<file path="src/rtl/seq_divider_pkg.sv">
// Shared types for the seq_divider restoring divider: FSM state encoding and counter sizing.
// Optional signed mode is enabled in the top by defining JDIV_SIGNED_EN.
package seq_divider_pkg;

   typedef enum logic [1:0] {
      ST_IDLE = 2'd0,
      ST_RUN  = 2'd1,
      ST_DONE = 2'd2
   } state_t;

   // Bits needed to count 0..n inclusive.
   function automatic int count_width(input int n);
      return $clog2(n + 1);
   endfunction

endpackage

</file>
<file path="src/rtl/seq_divider_jsub.sv">
// Ripple subtractor jsubN: a chain of jadd full adders computing a - b as a + ~b + 1.
// o_cout=1 means no borrow (a >= b as unsigned).
module jadd (
   input  logic i_a,
   input  logic i_b,
   input  logic i_cin,
   output logic o_sum,
   output logic o_cout
);
   assign o_sum  = i_a ^ i_b ^ i_cin;
   assign o_cout = (i_a & i_b) | (i_cin & (i_a ^ i_b));
endmodule

module jsubN #(
   parameter int W = 9
) (
   input  logic [W-1:0] i_a,
   input  logic [W-1:0] i_b,
   output logic [W-1:0] o_diff,
   output logic         o_cout
);
   logic [W:0] w_carry;

   assign w_carry[0] = 1'b1;

   for (genvar g = 0; g < W; g++) begin : g_bit
      jadd u_add (
         .i_a   (i_a[g]),
         .i_b   (~i_b[g]),
         .i_cin (w_carry[g]),
         .o_sum (o_diff[g]),
         .o_cout(w_carry[g+1])
      );
   end

   assign o_cout = w_carry[W];
endmodule

</file>
<file path="src/rtl/seq_divider.sv">
// Iterative restoring divider, one quotient bit per clock; DIV/MOD unit beside the ALU.
// Define JDIV_SIGNED_EN to add the wsigned port for two's complement operands.
module seq_divider
   import seq_divider_pkg::*;
#(
   parameter int N = 8
) (
   input  logic         wclk,
   input  logic         wrst_n,
   input  logic         wstart,
`ifdef JDIV_SIGNED_EN
   input  logic         wsigned,
`endif
   input  logic [N-1:0] bdividend,
   input  logic [N-1:0] bdivisor,
   output logic         wbusy,
   output logic         wdone,
   output logic [N-1:0] bquot,
   output logic [N-1:0] brem,
   output logic         wdivz
);

   localparam int CW = count_width(N);

   state_t          r_state;
   state_t          w_state_nxt;
   logic [CW-1:0]   r_count;
   logic [N:0]      r_p;
   logic [N-1:0]    r_q;
   logic [N-1:0]    r_div;
   logic [N-1:0]    r_quot;
   logic [N-1:0]    r_rem;
   logic            r_divz;
   logic            r_neg_q;
   logic            r_neg_r;

   logic [N:0]      w_p_sh;
   logic [N:0]      w_t;
   logic            w_cout;
   logic            w_borrow;
   logic            w_divz_in;
   logic            w_dvd_neg;
   logic            w_dvs_neg;
   logic [N-1:0]    w_dvd_mag;
   logic [N-1:0]    w_dvs_mag;
   logic [N-1:0]    w_quot_fin;
   logic [N-1:0]    w_rem_fin;
   logic            w_unused_p_msb;

`ifdef JDIV_SIGNED_EN
   assign w_dvd_neg = wsigned & bdividend[N-1];
   assign w_dvs_neg = wsigned & bdivisor[N-1];
`else
   assign w_dvd_neg = 1'b0;
   assign w_dvs_neg = 1'b0;
`endif

   // The most negative value maps to 2^(N-1), which still fits the unsigned core.
   assign w_dvd_mag = w_dvd_neg ? -bdividend : bdividend;
   assign w_dvs_mag = w_dvs_neg ? -bdivisor  : bdivisor;
   assign w_divz_in = (bdivisor == '0);

   assign w_p_sh   = {r_p[N-1:0], r_q[N-1]};
   assign w_borrow = ~w_cout;

   jsubN #(.W(N + 1)) u_sub (
      .i_a   (w_p_sh),
      .i_b   ({1'b0, r_div}),
      .o_diff(w_t),
      .o_cout(w_cout)
   );

   // After every restore step P < divisor, so the top bit of P is always zero.
   assign w_unused_p_msb = r_p[N];

   assign w_quot_fin = r_neg_q ? -r_q : r_q;
   assign w_rem_fin  = r_neg_r ? -r_p[N-1:0] : r_p[N-1:0];

   // NOTE: sequential state uses non-blocking assignments so all registers update from pre-edge values.
   always_ff @(posedge wclk or negedge wrst_n) begin
      if (!wrst_n) r_state <= ST_IDLE;
      else         r_state <= w_state_nxt;
   end

   // NOTE: the default assignment first keeps every path driven, so no latch is inferred.
   always_comb begin
      w_state_nxt = r_state;
      case (r_state)
         ST_IDLE: if (wstart) w_state_nxt = w_divz_in ? ST_DONE : ST_RUN;
         ST_RUN:  if (r_count == CW'(N - 1)) w_state_nxt = ST_DONE;
         ST_DONE: w_state_nxt = ST_IDLE;
         default: w_state_nxt = ST_IDLE;
      endcase
   end

   always_ff @(posedge wclk or negedge wrst_n) begin
      if (!wrst_n) begin
         r_count <= '0;
         r_p     <= '0;
         r_q     <= '0;
         r_div   <= '0;
         r_quot  <= '0;
         r_rem   <= '0;
         r_divz  <= 1'b0;
         r_neg_q <= 1'b0;
         r_neg_r <= 1'b0;
      end else begin
         case (r_state)
            ST_IDLE: begin
               if (wstart) begin
                  r_divz  <= w_divz_in;
                  r_count <= '0;
                  r_div   <= w_dvs_mag;
                  if (w_divz_in) begin
                     r_q     <= '1;
                     r_p     <= {1'b0, bdividend};
                     r_neg_q <= 1'b0;
                     r_neg_r <= 1'b0;
                  end else begin
                     r_q     <= w_dvd_mag;
                     r_p     <= '0;
                     r_neg_q <= w_dvd_neg ^ w_dvs_neg;
                     r_neg_r <= w_dvd_neg;
                  end
               end
            end
            ST_RUN: begin
               r_count <= r_count + 1'b1;
               r_q     <= {r_q[N-2:0], ~w_borrow};
               r_p     <= w_borrow ? w_p_sh : w_t;
            end
            ST_DONE: begin
               r_quot <= w_quot_fin;
               r_rem  <= w_rem_fin;
            end
            default: ;
         endcase
      end
   end

   assign wbusy = (r_state == ST_RUN);
   assign wdone = (r_state == ST_DONE);
   assign bquot = wdone ? w_quot_fin : r_quot;
   assign brem  = wdone ? w_rem_fin  : r_rem;
   assign wdivz = r_divz;

endmodule

</file>
<file path="config.mk">
export PLATFORM = sky130hd
export DESIGN_NAME = seq_divider
export DESIGN_NICKNAME = d
export VERILOG_FILES = /design/src/rtl/seq_divider_pkg.sv /design/src/rtl/seq_divider_jsub.sv /design/src/rtl/seq_divider.sv
export SDC_FILE = /design/constraint.sdc
export NUM_CORES = 1
export LEC_CHECK = 0
export CORE_MARGIN = 4
export CORE_UTILIZATION = 26
export DETAILED_ROUTE_END_ITERATION = 7
export REMOVE_ABC_BUFFERS = 1
export SYNTH_ARGS = -nofsm -noshare
export SYNTH_HDL_FRONTEND = slang
export SYNTH_SLANG_ARGS = --single-unit
</file>
<file path="constraint.sdc">
create_clock -name wclk -period 3.4 [get_ports wclk]
set_input_delay 0.68 -clock wclk [delete_from_list [all_inputs] [get_ports wclk]]
set_output_delay 0.68 -clock wclk [all_outputs]
set_load 0.02 [all_outputs]
</file>
[Word level (Yosys, flattened, before mapping)]
Index checks and enable logic that the tools add are counted.
Widths: inputs -> output; s select.
Operators by class
  $add $sub $neg: 1
  muxes and demuxes: 15
  equal/unequal tests: 5
  bitwise logic cells: 50
  reduce and logical (&&, ||, !) cells: 6
Operator list (count)
  $mux 8: 7
  $pmux 8 s2: 2
  $and 1x1->1: 16
  $xor 1x1->1: 15
  $not 1->1: 10
  $or 1x1->1: 9
  $logic_not 8->1: 1
  $pmux 4 s2: 1
  $mux 2: 3
  $reduce_and 2->1: 3
  $add 4x1->4 const B: 1
  $eq 4x3->1 const B: 1
  $mux 4: 1
  $pmux 2 s2: 1
  $eq 2x1->1 const B: 1
  $eq 2x2->1 const B: 1
  $logic_not 2->1: 1
  $ne 2x1->1 const B: 1
  $ne 2x2->1 const B: 1
  $reduce_bool 2->1: 1
Storage, ports and cells
  register bits: 47
  logic and storage cells: 85

[Depth between registers and ports, before layout]
Gate-level depths: netlist (run 1).
  word-level depth: 21
  gate-level depth with buffers: 16

[Cells and area by module]
From an unflattened synthesis (run 1), not the netlist that was laid out.
Second synthesis, totals
  cells, all modules: 205
  area, all modules: 2369.8 um^2
Modules (own cells, without submodules)
  seq_divider: area an instance 2152.1 um^2, instances 1, cells each 186, sequential area each 1176.1 um^2
  jadd: area an instance 20.0 um^2, instances 9, cells each 1, sequential area each 0.0 um^2
  jsubN: area an instance 37.5 um^2, instances 1, cells each 10, sequential area each 0.0 um^2

[Worst setup path before layout (run 1)]
Ideal clock, no wire load.
  kind: flip-flop to flip-flop
  start point: register r_q[7]
  end point: register r_p[7]
  stages on the path, launching flop included: 16
  setup time: 135 ps
  buffers on the path: 0
  slack: -402 ps
  required time: 3265 ps
  data arrival time: 3667 ps
  clock period less this slack: 3802 ps
  cells stage by stage: dfrtp_1 -> inv_1 -> ha_1 -> fa_1 -> fa_1 -> fa_1 -> fa_1 -> inv_1 -> fa_1 -> inv_1 -> fa_1 -> inv_1 -> fa_1 -> o21a_1 -> o21ai_0 -> o311ai_1
Between the ends
  word-level cells in the longest chain between the ends: 20
  elaborated cells between the ends (all ways): 22
RTL lines
  from (decl): RTL line seq_divider.sv:29  | logic [N-1:0] r_q;
  from (signal assigned): RTL line seq_divider.sv:120  | r_q <= w_dvd_mag;
  from (signal assigned): RTL line seq_divider.sv:129  | r_q <= {r_q[N-2:0], ~w_borrow};
  $and 1x1->1 / $xor 1x1->1 (equally long branches): RTL line seq_divider_jsub.sv:11  | assign o_cout = (i_a & i_b) | (i_cin & (i_a ^ i_b));
  $or 1x1->1 *: RTL line seq_divider_jsub.sv:11
  $and 1x1->1 *: RTL line seq_divider_jsub.sv:11
  $or 1x1->1 *: RTL line seq_divider_jsub.sv:11
  $and 1x1->1 *: RTL line seq_divider_jsub.sv:11
  $or 1x1->1 *: RTL line seq_divider_jsub.sv:11
  $and 1x1->1 *: RTL line seq_divider_jsub.sv:11
  $or 1x1->1 *: RTL line seq_divider_jsub.sv:11
  (+4 left out)
  $and 1x1->1 *: RTL line seq_divider_jsub.sv:11
  $or 1x1->1 *: RTL line seq_divider_jsub.sv:11
  $and 1x1->1: RTL line seq_divider_jsub.sv:11
  $or 1x1->1: RTL line seq_divider_jsub.sv:11
  $and 1x1->1: RTL line seq_divider_jsub.sv:11
  $or 1x1->1: RTL line seq_divider_jsub.sv:11
  $mux 8 *: RTL line seq_divider.sv:130  | r_p <= w_borrow ? w_p_sh : w_t;
  $pmux 8 s2 *: RTL line seq_divider.sv:108  | case (r_state)
  to (signal assigned): RTL line seq_divider.sv:116  | r_p <= {1'b0, bdividend};
  to (signal assigned): RTL line seq_divider.sv:130
  to (decl): RTL line seq_divider.sv:28  | logic [N:0] r_p;
Every way passes the cells marked *; elsewhere a longest branch is shown, timed or not.
A chain may end at the register's enable or synchronous reset.

[Worst setup path in the final report (run 1)]
Same ends and word-level chain as after synthesis.

==> results of run 1 <==
-- metal layers --
metal  global-route usage, %  up-vias  share of wire (%)
met5                       0        -                  0
li1                        -      826                  -
met4                    2.99        0               0.84
met1                    16.5      841                 49
met2                    16.2       43                 45
met3                    2.68        7                5.2
-- through the flow --
stage,hold slack [ps],setup slack (ps),cells
floorplan,384,-474,199
global placement,464,-477,355
detailed placement,475,-562,355
CTS,495,-77.5,363
global route,507,-249,365
finish,488,-137,365
-- repair_timing --
| action | in CTS | in global routing |
|---|---|---|
| gates resized for setup | 11 | 4 |
| cloned | 0 | 1 |
| endpoints found under the setup margin | 9 | 9 |
| endpoints found under the hold margin | 0 | 0 |
| buffers inserted | 0 | 1 |
| pin swaps | 10 | 5 |
-- path summary, 6_finish.rpt --
kind | start | end | slack (ps) | depth (start not counted)
min in group asynchronous | wrst_n | r_rem[5] | 560 | 1
hold reg to reg | r_rem[4] | r_rem[4] | 490 | 1
setup reg to reg | r_q[7] | r_p[7] | -140 | 15
max in group asynchronous | wrst_n | r_quot[4] | 2200 | 1
setup / recovery | r_q[7] | r_p[7] | -140 | 15
hold / removal | r_rem[4] | r_rem[4] | 490 | 1
-- worst max-delay path: stages, from the launching register on --
cell,delay [ps]
sky130_fd_sc_hd__dfrtp_1,360
sky130_fd_sc_hd__inv_1,50
sky130_fd_sc_hd__ha_2,190
sky130_fd_sc_hd__fa_2,350
sky130_fd_sc_hd__fa_2,350
sky130_fd_sc_hd__fa_2,350
sky130_fd_sc_hd__fa_2,340
sky130_fd_sc_hd__inv_2,60
sky130_fd_sc_hd__fa_1,150
sky130_fd_sc_hd__inv_1,50
sky130_fd_sc_hd__fa_2,330
sky130_fd_sc_hd__inv_2,70
sky130_fd_sc_hd__fa_2,410
sky130_fd_sc_hd__o21a_1,110
sky130_fd_sc_hd__o21ai_1,130
sky130_fd_sc_hd__o311ai_1,100
-- flip-flops by register name (all words and copies together) (netlist names) --
register and cells:
r_div 8, r_q 8, wdivz 1, r_quot 8, r_p 8, r_rem 8, r_state 2, r_count 4
-- where the power goes --
group / leakage [nW] / internal, mW / switching (mW)
Sequential: 0.570 / 0.827 / 0.200
Combinational: 0.671 / 0.881 / 0.890
Clock: 0.0477 / 0.141 / 0.192
Total: 1.29 / 1.85 / 1.28
-- cell type report --
cell class	count	area share, %
flip-flops and latches	47	39.3
multi-input cells	140	36.4
clock buffers	5	2.30
clock inverters	3	0.501
well taps	108	4.51
inverters	12	1.50
repair buffers	50	15.5
-- synthesized netlist by cell type (all sizes together) --
library cell and count:
o211ai 5, o21bai 1, fa 7, nand2 47
buf 10, o21ba 1, nor2 9, nor3b 3
or2 1, mux2 16, o221ai 1, mux2i 2
a41oi 8, nor2b 1, dfrtp 47, or3b 1
nor4 2, a22o 2, a21oi 1, nand2b 2
o311ai 7, o211a 1, nand3 1, clkbuf 3
ha 2, and2 1, nand4 2, o21ai 14
o21a 2, inv 12
-- cell usage in the layout (no fill, tap or decap), types with 2 or more instances in the layout --
| cell | synthesis | layout |
|---|---|---|
| sky130_fd_sc_hd__nor3b_1 | 3 | 3 |
| sky130_fd_sc_hd__mux2i_1 | 2 | 2 |
| sky130_fd_sc_hd__o21a_1 | 2 | 2 |
| sky130_fd_sc_hd__o21ai_0 | 9 | 6 |
| sky130_fd_sc_hd__clkbuf_8 | 0 | 5 |
| sky130_fd_sc_hd__fa_2 | 0 | 6 |
| sky130_fd_sc_hd__dfrtp_1 | 47 | 47 |
| sky130_fd_sc_hd__nor4_4 | 2 | 2 |
| sky130_fd_sc_hd__o211ai_1 | 5 | 5 |
| sky130_fd_sc_hd__inv_2 | 1 | 3 |
| sky130_fd_sc_hd__a22o_1 | 2 | 2 |
| sky130_fd_sc_hd__inv_1 | 11 | 9 |
| sky130_fd_sc_hd__nor2_1 | 9 | 9 |
| sky130_fd_sc_hd__nand4_1 | 2 | 2 |
| sky130_fd_sc_hd__nand2_1 | 46 | 46 |
| sky130_fd_sc_hd__buf_4 | 1 | 11 |
| sky130_fd_sc_hd__clkdlybuf4s50_1 | 0 | 36 |
| sky130_fd_sc_hd__mux2_1 | 7 | 7 |
| sky130_fd_sc_hd__mux2_4 | 9 | 9 |
| sky130_fd_sc_hd__buf_2 | 7 | 2 |
| sky130_fd_sc_hd__o311ai_1 | 7 | 7 |
| sky130_fd_sc_hd__o21ai_1 | 5 | 8 |
| sky130_fd_sc_hd__nand2b_1 | 2 | 2 |
| sky130_fd_sc_hd__a41oi_1 | 7 | 7 |
| sky130_fd_sc_hd__clkinv_2 | 0 | 3 |
-- cells by family after synthesis --
logic type / after synthesis
buf+inv: 25
flops: 47
compound gates: 43
mux: 18
simple gates: 70
fa+ha+maj: 9
==> results.yml, run 1 <==
run_status:
  run_status: "finished with violations"
  violations: "negative setup slack"
clocking:
  tritoncts: "yes"
  clock_insertion_delay_worst_skew_ps: 300
  clkSlewWorstSetupHoldPaths_ps: 90
  htreeDepth: 2
  cts_buffers: 5
  holdBufCountCts: 0
  cts.sinks: 47
  clock_tree.buffer_depth: 2
  cts_root_buffer: "sky130_fd_sc_hd__clkbuf_8"
critical_path:
  critPathRequiredTime_ps: 3560
  timing.setup.critical_path_class: "flip-flop to flip-flop"
  critical_path.startpoint_type: "flip-flop"
  critPathCaptureType: "flip-flop"
  path_max_fanout: 2
  critical_path_arrival_ps: 3700
logic_synthesis:
  dominant_combinational_cell_family_by_area_after_synthesis: "simple AND/OR/NAND/NOR gates"
  syn-cell-area_mm2: 0.00236
  synthXorXnorAreaFrac_pct: 0
  synth_simple_gate_area_share_pct: 14.6
  synth_seq_area_share_pct: 49.9
  netlist-cell-type-count: 38
  yosys-mux-area-fraction_pct: 9.92
  yosysWarnings: 0
  synth_compound_area_share_pct: 13.7
  yosys.area_share.adder_pct: 7.00
  ys_ff_latch: 47
  number_of_standard_cells_after_synthesis: 212
  ys_top_cells_by_area: "sky130_fd_sc_hd__dfrtp_1 (50%), sky130_fd_sc_hd__nand2_1 (7.3%), sky130_fd_sc_hd__fa_1 (5.9%)"
  synth.largest_area_cell: "sky130_fd_sc_hd__dfrtp_1"
  yosysTopAreaCellShare_pct: 49.9
  post_synth.cell_area_avg_um2: 11.1
floorplan:
  initial_utilization_pct: 26.9
  die_w_um: 103
  io-pin-count: 38
  die_height_um: 103
  std_cell_rows: 34
  placeableCoreArea_mm2: 0.00876
  die_area_mm2: 0.0107
timing:
  post-route-period-util_pct: 104
  clock-skew-final_ps: 8.58
  worst_margin_slew_ps: 1050
  grt_setup_unrepaired: "yes"
  fin_setup_tns_ps: -532
  timing_max_transition_violations_final: 0
  relSlewSlack_pct: 30.2
  setup_slack_ps: -137
  finalSetupViolations: 9
  finalWorstPathRequiredPeriod_ps: 3540
  hold_viol_final: 0
  maximum_operating_frequency_mhz: 283
run:
  cap_violations: 0
detailed_routing:
  drt-pass1-iter-count: 4
  drc_errors: 0
  detail_route.wirelength_mm: 5.61
  route.vias.total: 1717
  vias_per_cell: 4.70
  drt.antenna.violating_nets: 0
  drtIter0Drc: 73
  detail_route.wl_per_cell_um: 15.4
layout:
  regArea_mm2: 0.00118
  number_of_inserted_filler_cells_in_the_final_layout: 900
  post_route_cells_drive_above_1_share_pct: 19.1
  inserted_diodes: 0
  final_design_area_no_fill_mm2: 0.00300
  fin_util_pct: 34.2
  multiInputGateArea_mm2: 0.00109
  area_growth_syn_to_layout_pct: 27.0
  design.final.nets: 284
pwr:
  design_power_total_mw: 3.13
  ir_worst_vdd_mv: 0.273
  static-leakage-power_nw: 1.29
  pwr_density_cell_mw_per_mm2: 1050
grt:
  first_global_vias: 1757
  pin_count_of_the_biggest_net_entering_global_routing: 48
  grt_util_all_layers_pct: 11.1
  global_route_wire_length_before_repair_mm: 9.19
  number_of_antenna_violations_at_the_first_check_in_global_routing: 0
  grt_overflow: 0
place:
  place.detailed.hpwl_mm: 3.97
  post_dp_cell_area_mm2: 0.00288
  finalWeightedCongestion: 0.765
  port_buffers: 37
hold_path:
  worst_hold_path_type: "flip-flop to flip-flop"
Power figures use the tool's default switching activity.
==> run 2, diff against run 1 <==
--- a/config.mk
+++ b/config.mk
@@ -6,8 +6,9 @@
 export NUM_CORES = 1
 export LEC_CHECK = 0
 export CORE_MARGIN = 4
-export CORE_UTILIZATION = 26
+export CORE_UTILIZATION = 48
 export DETAILED_ROUTE_END_ITERATION = 7
+export PLACE_DENSITY = 0.76
 export REMOVE_ABC_BUFFERS = 1
 export SYNTH_ARGS = -nofsm -noshare
 export SYNTH_HDL_FRONTEND = slang
==> results.yml, run 2 (synthesis gave the netlist of run 1 again) <==
run_status:
  run_status: "finished with violations"
  violations: "negative setup slack"
layout:
  fin_util_pct: 61.5
  post_route_cells_drive_above_1_share_pct: 17.8
  final_cells: 320
  multiInputGateArea_mm2: 0.00110
  number_of_inserted_filler_cells_in_the_final_layout: 405
  final_design_area_no_fill_mm2: 0.00292
  regArea_mm2: 0.00118
  design.final.nets: 282
  inserted_diodes: 0
  layout.cells.most_common: "sky130_fd_sc_hd__dfrtp_1"
  layout.cells.most_common_list: "sky130_fd_sc_hd__dfrtp_1 (47), sky130_fd_sc_hd__nand2_1 (46), sky130_fd_sc_hd__clkdlybuf4s50_1 (36), sky130_fd_sc_hd__buf_4 (11)"
  area_growth_syn_to_layout_pct: 24.0
floorplan:
  die_height_um: 78.1
  io-pin-count: 38
  die_area_mm2: 0.00610
  std_cell_rows: 25
  die_w_um: 78.1
  placeableCoreArea_mm2: 0.00475
  initial_utilization_pct: 49.6
detailed_routing:
  detail_route.wirelength_mm: 4.90
  wl_met1_mm: 2.29
  route.vias.total: 1695
  drc_errors: 0
  detail_route.wl_per_cell_um: 15.3
  vias_per_cell: 5.30
  routed-wl-met3_um: 331
  met2_wire_len_mm: 2.21
  drtIter0Drc: 117
  drt-pass1-iter-count: 4
  drt.antenna.violating_nets: 0
  routed.top_layer: "met4"
timing:
  post-route-period-util_pct: 104
  worst_margin_slew_ps: 1000
  relSlewSlack_pct: 33.1
  grt_setup_unrepaired: "yes"
  hold_ws_ps: 482
  finalWorstPathRequiredPeriod_ps: 3520
  timing_max_transition_violations_final: 0
  setup_slack_ps: -124
  maximum_operating_frequency_mhz: 284
  clock-skew-final_ps: 5.84
  hold_viol_final: 0
  finalSetupViolations: 9
critical_path:
  worst_path_dominant_cell_family: "adder cells"
  critical_path_arrival_ps: 3680
  timing.setup.critical_path_class: "flip-flop to flip-flop"
  path_common_cell: "sky130_fd_sc_hd__fa_2"
  critPathCaptureType: "flip-flop"
  crit_slowest_cell: "sky130_fd_sc_hd__dfrtp_1"
  critical_path.cell_chain: "ha_4 > fa_2 > fa_2 > fa_2 > fa_2 > inv_2 > fa_2 > inv_2 > fa_2 > inv_2 > fa_1 > o21a_1 > o21ai_1 > o311ai_1"
  critPathMaxStageDelay_ps: 430
  path_max_fanout: 2
  critPathRequiredTime_ps: 3560
  critical_path.startpoint_type: "flip-flop"
  worstPathBufferInverterCount: 3
grt:
  grt_overflow: 0
  pin_count_of_the_biggest_net_entering_global_routing: 48
  number_of_antenna_violations_at_the_first_check_in_global_routing: 0
  first_global_vias: 1696
  global_route_wire_length_before_repair_mm: 8.35
  grt_util_all_layers_pct: 17.6
clocking:
  cts_root_buffer: "sky130_fd_sc_hd__clkbuf_8"
  tritoncts: "yes"
  cts.sinks: 47
  cts_buffers: 5
  clock_tree.buffer_depth: 2
  clock_insertion_delay_worst_skew_ps: 300
  htreeDepth: 2
  clkSlewWorstSetupHoldPaths_ps: 80
hold_path:
  worst_hold_path_type: "flip-flop to flip-flop"
place:
  placedCellCount: 312
  post_dp_cell_area_mm2: 0.00281
  port_buffers: 37
  place.detailed.hpwl_mm: 3.45
  finalWeightedCongestion: 0.801
pwr:
  pwr_density_cell_mw_per_mm2: 1050
  static-leakage-power_nw: 1.26
  ir_worst_vdd_mv: 0.435
run:
  cap_violations: 0
-- run 2: final timing paths --
| kind | depth (start not counted) | start | slack (ps) | end |
|---|---|---|---|---|
| max | 14 | r_div[0] | -120 | r_p[7] |
| min | 1 | r_rem[3] | 480 | r_rem[3] |
| max reg2reg | 14 | r_div[0] | -120 | r_p[7] |
| min reg2reg | 1 | r_rem[3] | 480 | r_rem[3] |
| max in group asynchronous | 1 | wrst_n | 2230 | r_count[2] |
| min in group asynchronous | 1 | wrst_n | 550 | r_p[7] |
-- run 2: timing repair --
action,CTS,global route
endpoints found under the hold margin,0,0
pin swaps,9,2
setup endpoints to repair,9,9
buffers inserted,1,1
hold buffers,0,0
resized for setup,11,3
-- run 2: power by group --
group	leakage [nW]	internal, mW	switching (mW)	total (mW)
logic	0.658	0.849	0.877	1.73
clock network	0.0371	0.137	0.169	0.306
registers	0.570	0.828	0.195	1.02
-- run 2: metrics by stage --
stage | total power [mW] | TNS (ps) | worst slack (ps)
floorplan | 2.05 | -3820 | -474
global placement | 2.62 | -3440 | -458
detailed placement | 2.67 | -4570 | -603
CTS | 3.02 | -674 | -119
global route | 3.31 | -2030 | -239
finish | 3.06 | -751 | -124
-- run 2: layer usage --
metal  vias to the layer above  GRT usage [%]
met4                         0           4.90
li1                        820              -
met1                       814           24.3
met2                        53           27.3
met3                         8           5.05
met5                         -              0
-- run 2: area by class of cell --
cell class                      count  share of cell area (%)
Inverter                           12                    1.54
Timing Repair Buffer               48                    15.3
Multi-Input combinational cell    140                    37.6
Sequential cell                    47                    40.2
Clock buffer                        6                    2.48
Tap cell                           67                    2.87
==> run 3, diff against run 2 <==
--- a/config.mk
+++ b/config.mk
@@ -5,11 +5,13 @@
 export SDC_FILE = /design/constraint.sdc
 export NUM_CORES = 1
 export LEC_CHECK = 0
+export ABC_AREA = 1
 export CORE_MARGIN = 4
 export CORE_UTILIZATION = 48
 export DETAILED_ROUTE_END_ITERATION = 7
-export PLACE_DENSITY = 0.76
+export PLACE_DENSITY = 0.75
 export REMOVE_ABC_BUFFERS = 1
+export SKIP_LAST_GASP = 1
 export SYNTH_ARGS = -nofsm -noshare
 export SYNTH_HDL_FRONTEND = slang
 export SYNTH_SLANG_ARGS = --single-unit
==> results.yml, run 3 <==
run_status:
  run_status: "finished with violations"
  violations: "negative setup slack"
clocking:
  clock_tree.buffer_depth: 2
  clkSlewWorstSetupHoldPaths_ps: 80
  tritoncts: "yes"
  htreeDepth: 2
  cts.sinks: 47
  cts_root_buffer: "sky130_fd_sc_hd__clkbuf_8"
  cts_buffers: 5
  clock_insertion_delay_worst_skew_ps: 300
place:
  place.detailed.hpwl_mm: 3.40
  finalWeightedCongestion: 0.769
  dpl_worst_slack_ps: -619
  port_buffers: 37
  placedCellCount: 392
logic_synthesis:
  post_synth.cell_area_avg_um2: 8.22
  synth_enable_flop_cells: 0
  synth_compound_area_share_pct: 8.31
  synth_simple_gate_area_share_pct: 25.1
  syn-cell-area_mm2: 0.00241
  yosys.area_share.adder_pct: 6.85
  netlist-cell-type-count: 23
  yosysWarnings: 0
  synthXorXnorAreaFrac_pct: 0.363
  postSynth.asyncResetShare_pct: 100
  dominant_combinational_cell_family_by_area_after_synthesis: "simple AND/OR/NAND/NOR gates"
  synth_top_flop_cell: "sky130_fd_sc_hd__dfrtp_1"
  ys_ff_latch: 47
  synth_common_cells: "sky130_fd_sc_hd__nand2_1 (75), sky130_fd_sc_hd__nor2_1 (61), sky130_fd_sc_hd__dfrtp_1 (47)"
  ys_top_cells_by_area: "sky130_fd_sc_hd__dfrtp_1 (49%), sky130_fd_sc_hd__nand2_1 (12%), sky130_fd_sc_hd__nor2_1 (9.5%)"
  synth_seq_area_share_pct: 48.8
  synth.largest_area_cell: "sky130_fd_sc_hd__dfrtp_1"
  number_of_standard_cells_after_synthesis: 293
  yosysTopAreaCellShare_pct: 48.8
  yosys-mux-area-fraction_pct: 1.40
  synth.most_common_cell: "sky130_fd_sc_hd__nand2_1"
layout:
  inserted_diodes: 0
  final_cells: 401
  regArea_mm2: 0.00118
  layout.cells.most_common: "sky130_fd_sc_hd__nand2_1"
  number_of_inserted_filler_cells_in_the_final_layout: 420
  design.final.nets: 361
  post_route_cells_drive_above_1_share_pct: 10.8
  layout.cells.most_common_list: "sky130_fd_sc_hd__nand2_1 (74), sky130_fd_sc_hd__nor2_1 (61), sky130_fd_sc_hd__dfrtp_1 (47), sky130_fd_sc_hd__clkdlybuf4s50_1 (36), sky130_fd_sc_hd__inv_1 (30)"
  multiInputGateArea_mm2: 0.00105
  area_growth_syn_to_layout_pct: 21.7
critical_path:
  worst_path_dominant_cell_family: "adder cells"
  crit_slowest_cell: "sky130_fd_sc_hd__dfrtp_1"
  critical_path.cell_chain: "ha_4 > fa_2 > fa_2 > fa_2 > fa_2 > inv_2 > fa_2 > inv_2 > fa_2 > inv_2 > fa_1 > inv_1 > nand2_1 > nand3_1 > nand2_1 > nor2_1 > nor2_1"
  worstPathBufferInverterCount: 4
  critPathRequiredTime_ps: 3600
  critPathMaxStageDelay_ps: 420
  critical_path.startpoint_type: "flip-flop"
  path_common_cell: "sky130_fd_sc_hd__fa_2"
  critical_path_arrival_ps: 3840
  critPathCaptureType: "flip-flop"
  timing.setup.critical_path_class: "flip-flop to flip-flop"
  path_max_fanout: 2
timing:
  hold_viol_final: 0
  setup_slack_ps: -249
  timing_max_transition_violations_final: 0
  maximum_operating_frequency_mhz: 274
  worst_margin_slew_ps: 1020
  relSlewSlack_pct: 32.2
  clock-skew-final_ps: 7.22
  post-route-period-util_pct: 107
  finalWorstPathRequiredPeriod_ps: 3650
  finalSetupViolations: 9
  hold_ws_ps: 500
  grt_setup_unrepaired: "yes"
floorplan:
  io-pin-count: 38
  std_cell_rows: 25
  initial_utilization_pct: 50.4
  die_height_um: 78.9
  die_area_mm2: 0.00622
  placeableCoreArea_mm2: 0.00479
  die_w_um: 78.9
detailed_routing:
  vias_per_cell: 4.74
  drt-pass1-iter-count: 4
  drtIter0Drc: 92
  route.vias.total: 1900
  detail_route.wl_per_cell_um: 11.9
  drc_errors: 0
  detail_route.wirelength_mm: 4.77
  drt.antenna.violating_nets: 0
pwr:
  static-leakage-power_nw: 1.45
  ir_worst_vdd_mv: 0.498
  pwr_density_cell_mw_per_mm2: 1050
grt:
  grt_overflow: 0
  pin_count_of_the_biggest_net_entering_global_routing: 48
  number_of_antenna_violations_at_the_first_check_in_global_routing: 0
  global_route_wire_length_before_repair_mm: 8.34
  first_global_vias: 1881
  grt_util_all_layers_pct: 17.1
hold_path:
  worst_hold_path_type: "flip-flop to flip-flop"
run:
  cap_violations: 0
run 3: cell types whose count changed after synthesis, sizes merged, moves of 11 or more:
| cell | previous run | this run |
|---|---|---|
| a21oi | 1 | 13 |
| inv | 12 | 36 |
| mux2 | 16 | 3 |
| nand2 | 47 | 77 |
| nor2 | 9 | 62 |
| o21ai | 14 | 25 |
run 3: what timing repair did:
item / 4_1_cts / 5_1_grt
gates cloned: 0 / 0
hold endpoints to repair: 0 / 0
endpoints found under the setup margin: 9 / 9
resized for setup: 14 / 0
setup buffers: 1 / 0
pin swaps: 11 / 0
hold buffers: 0 / 0
run 3: report_power, final:
group | leakage, nW | total, mW | switching (mW) | internal [mW]
clock network | 0.0422 | 0.326 | 0.181 | 0.145
registers | 0.577 | 0.972 | 0.147 | 0.825
logic | 0.826 | 1.78 | 1.04 | 0.739
run 3: per-layer routing:
metal	global-route usage (%)	up-vias	part of all wire, %
met4	5.15	0	1.4
met5	0	-	0
met1	22.3	876	47
met2	28.7	37	47
met3	3.97	8	4.1
li1	-	979	-
run 3: metrics by stage:
stage / power (mW) / setup TNS (ps) / util, % / cell area (um2)
after floorplan: 2.13 / -2780 / - / 2330
after global placement: 2.63 / -3900 / 58.7 / 2810
after detailed placement: 2.69 / -5210 / 58.7 / 2810
after CTS: 3.10 / -914 / 61.3 / 2930
after global routing: 3.40 / -2320 / 61.3 / 2930
final: 3.08 / -960 / 61.3 / 2930
run 3: area by class of cell:
cell class | instances | area share, %
clock buffer | 7 | 2.60
inverter | 36 | 4.78
timing repair buffer | 42 | 13.7
clock inverter | 1 | 0.171
tap | 67 | 2.86
multi-input combinational | 201 | 35.7
sequential | 47 | 40.1
run 3: final timing paths:
kind,start,end,slack [ps],cells after the start
setup / recovery,r_div[0],r_p[7],-250,17
setup reg to reg,r_div[0],r_p[7],-250,17
hold / removal,r_quot[6],r_quot[6],500,2
min in group asynchronous,wrst_n,r_quot[6],550,1
max in group asynchronous,wrst_n,r_count[2],2230,1
hold reg to reg,r_quot[6],r_quot[6],500,2
run 3: kinds of logic after synthesis:
kind of cell	count (synthesis)
and+or+nand+nor	149
DFF	47
buffers and inverters	45
AOI/OAI and AO/OA	39
adders and majority gates	9
muxes	3
xor gates and xnor gates	1
run 3: worst min-delay path: cells and delay by family (launching register included):
family           cells  cell delay [ps]
AND/OR/NAND/NOR      1               50
flip-flops           1              330
AO/OA/AOI/OAI        1               90
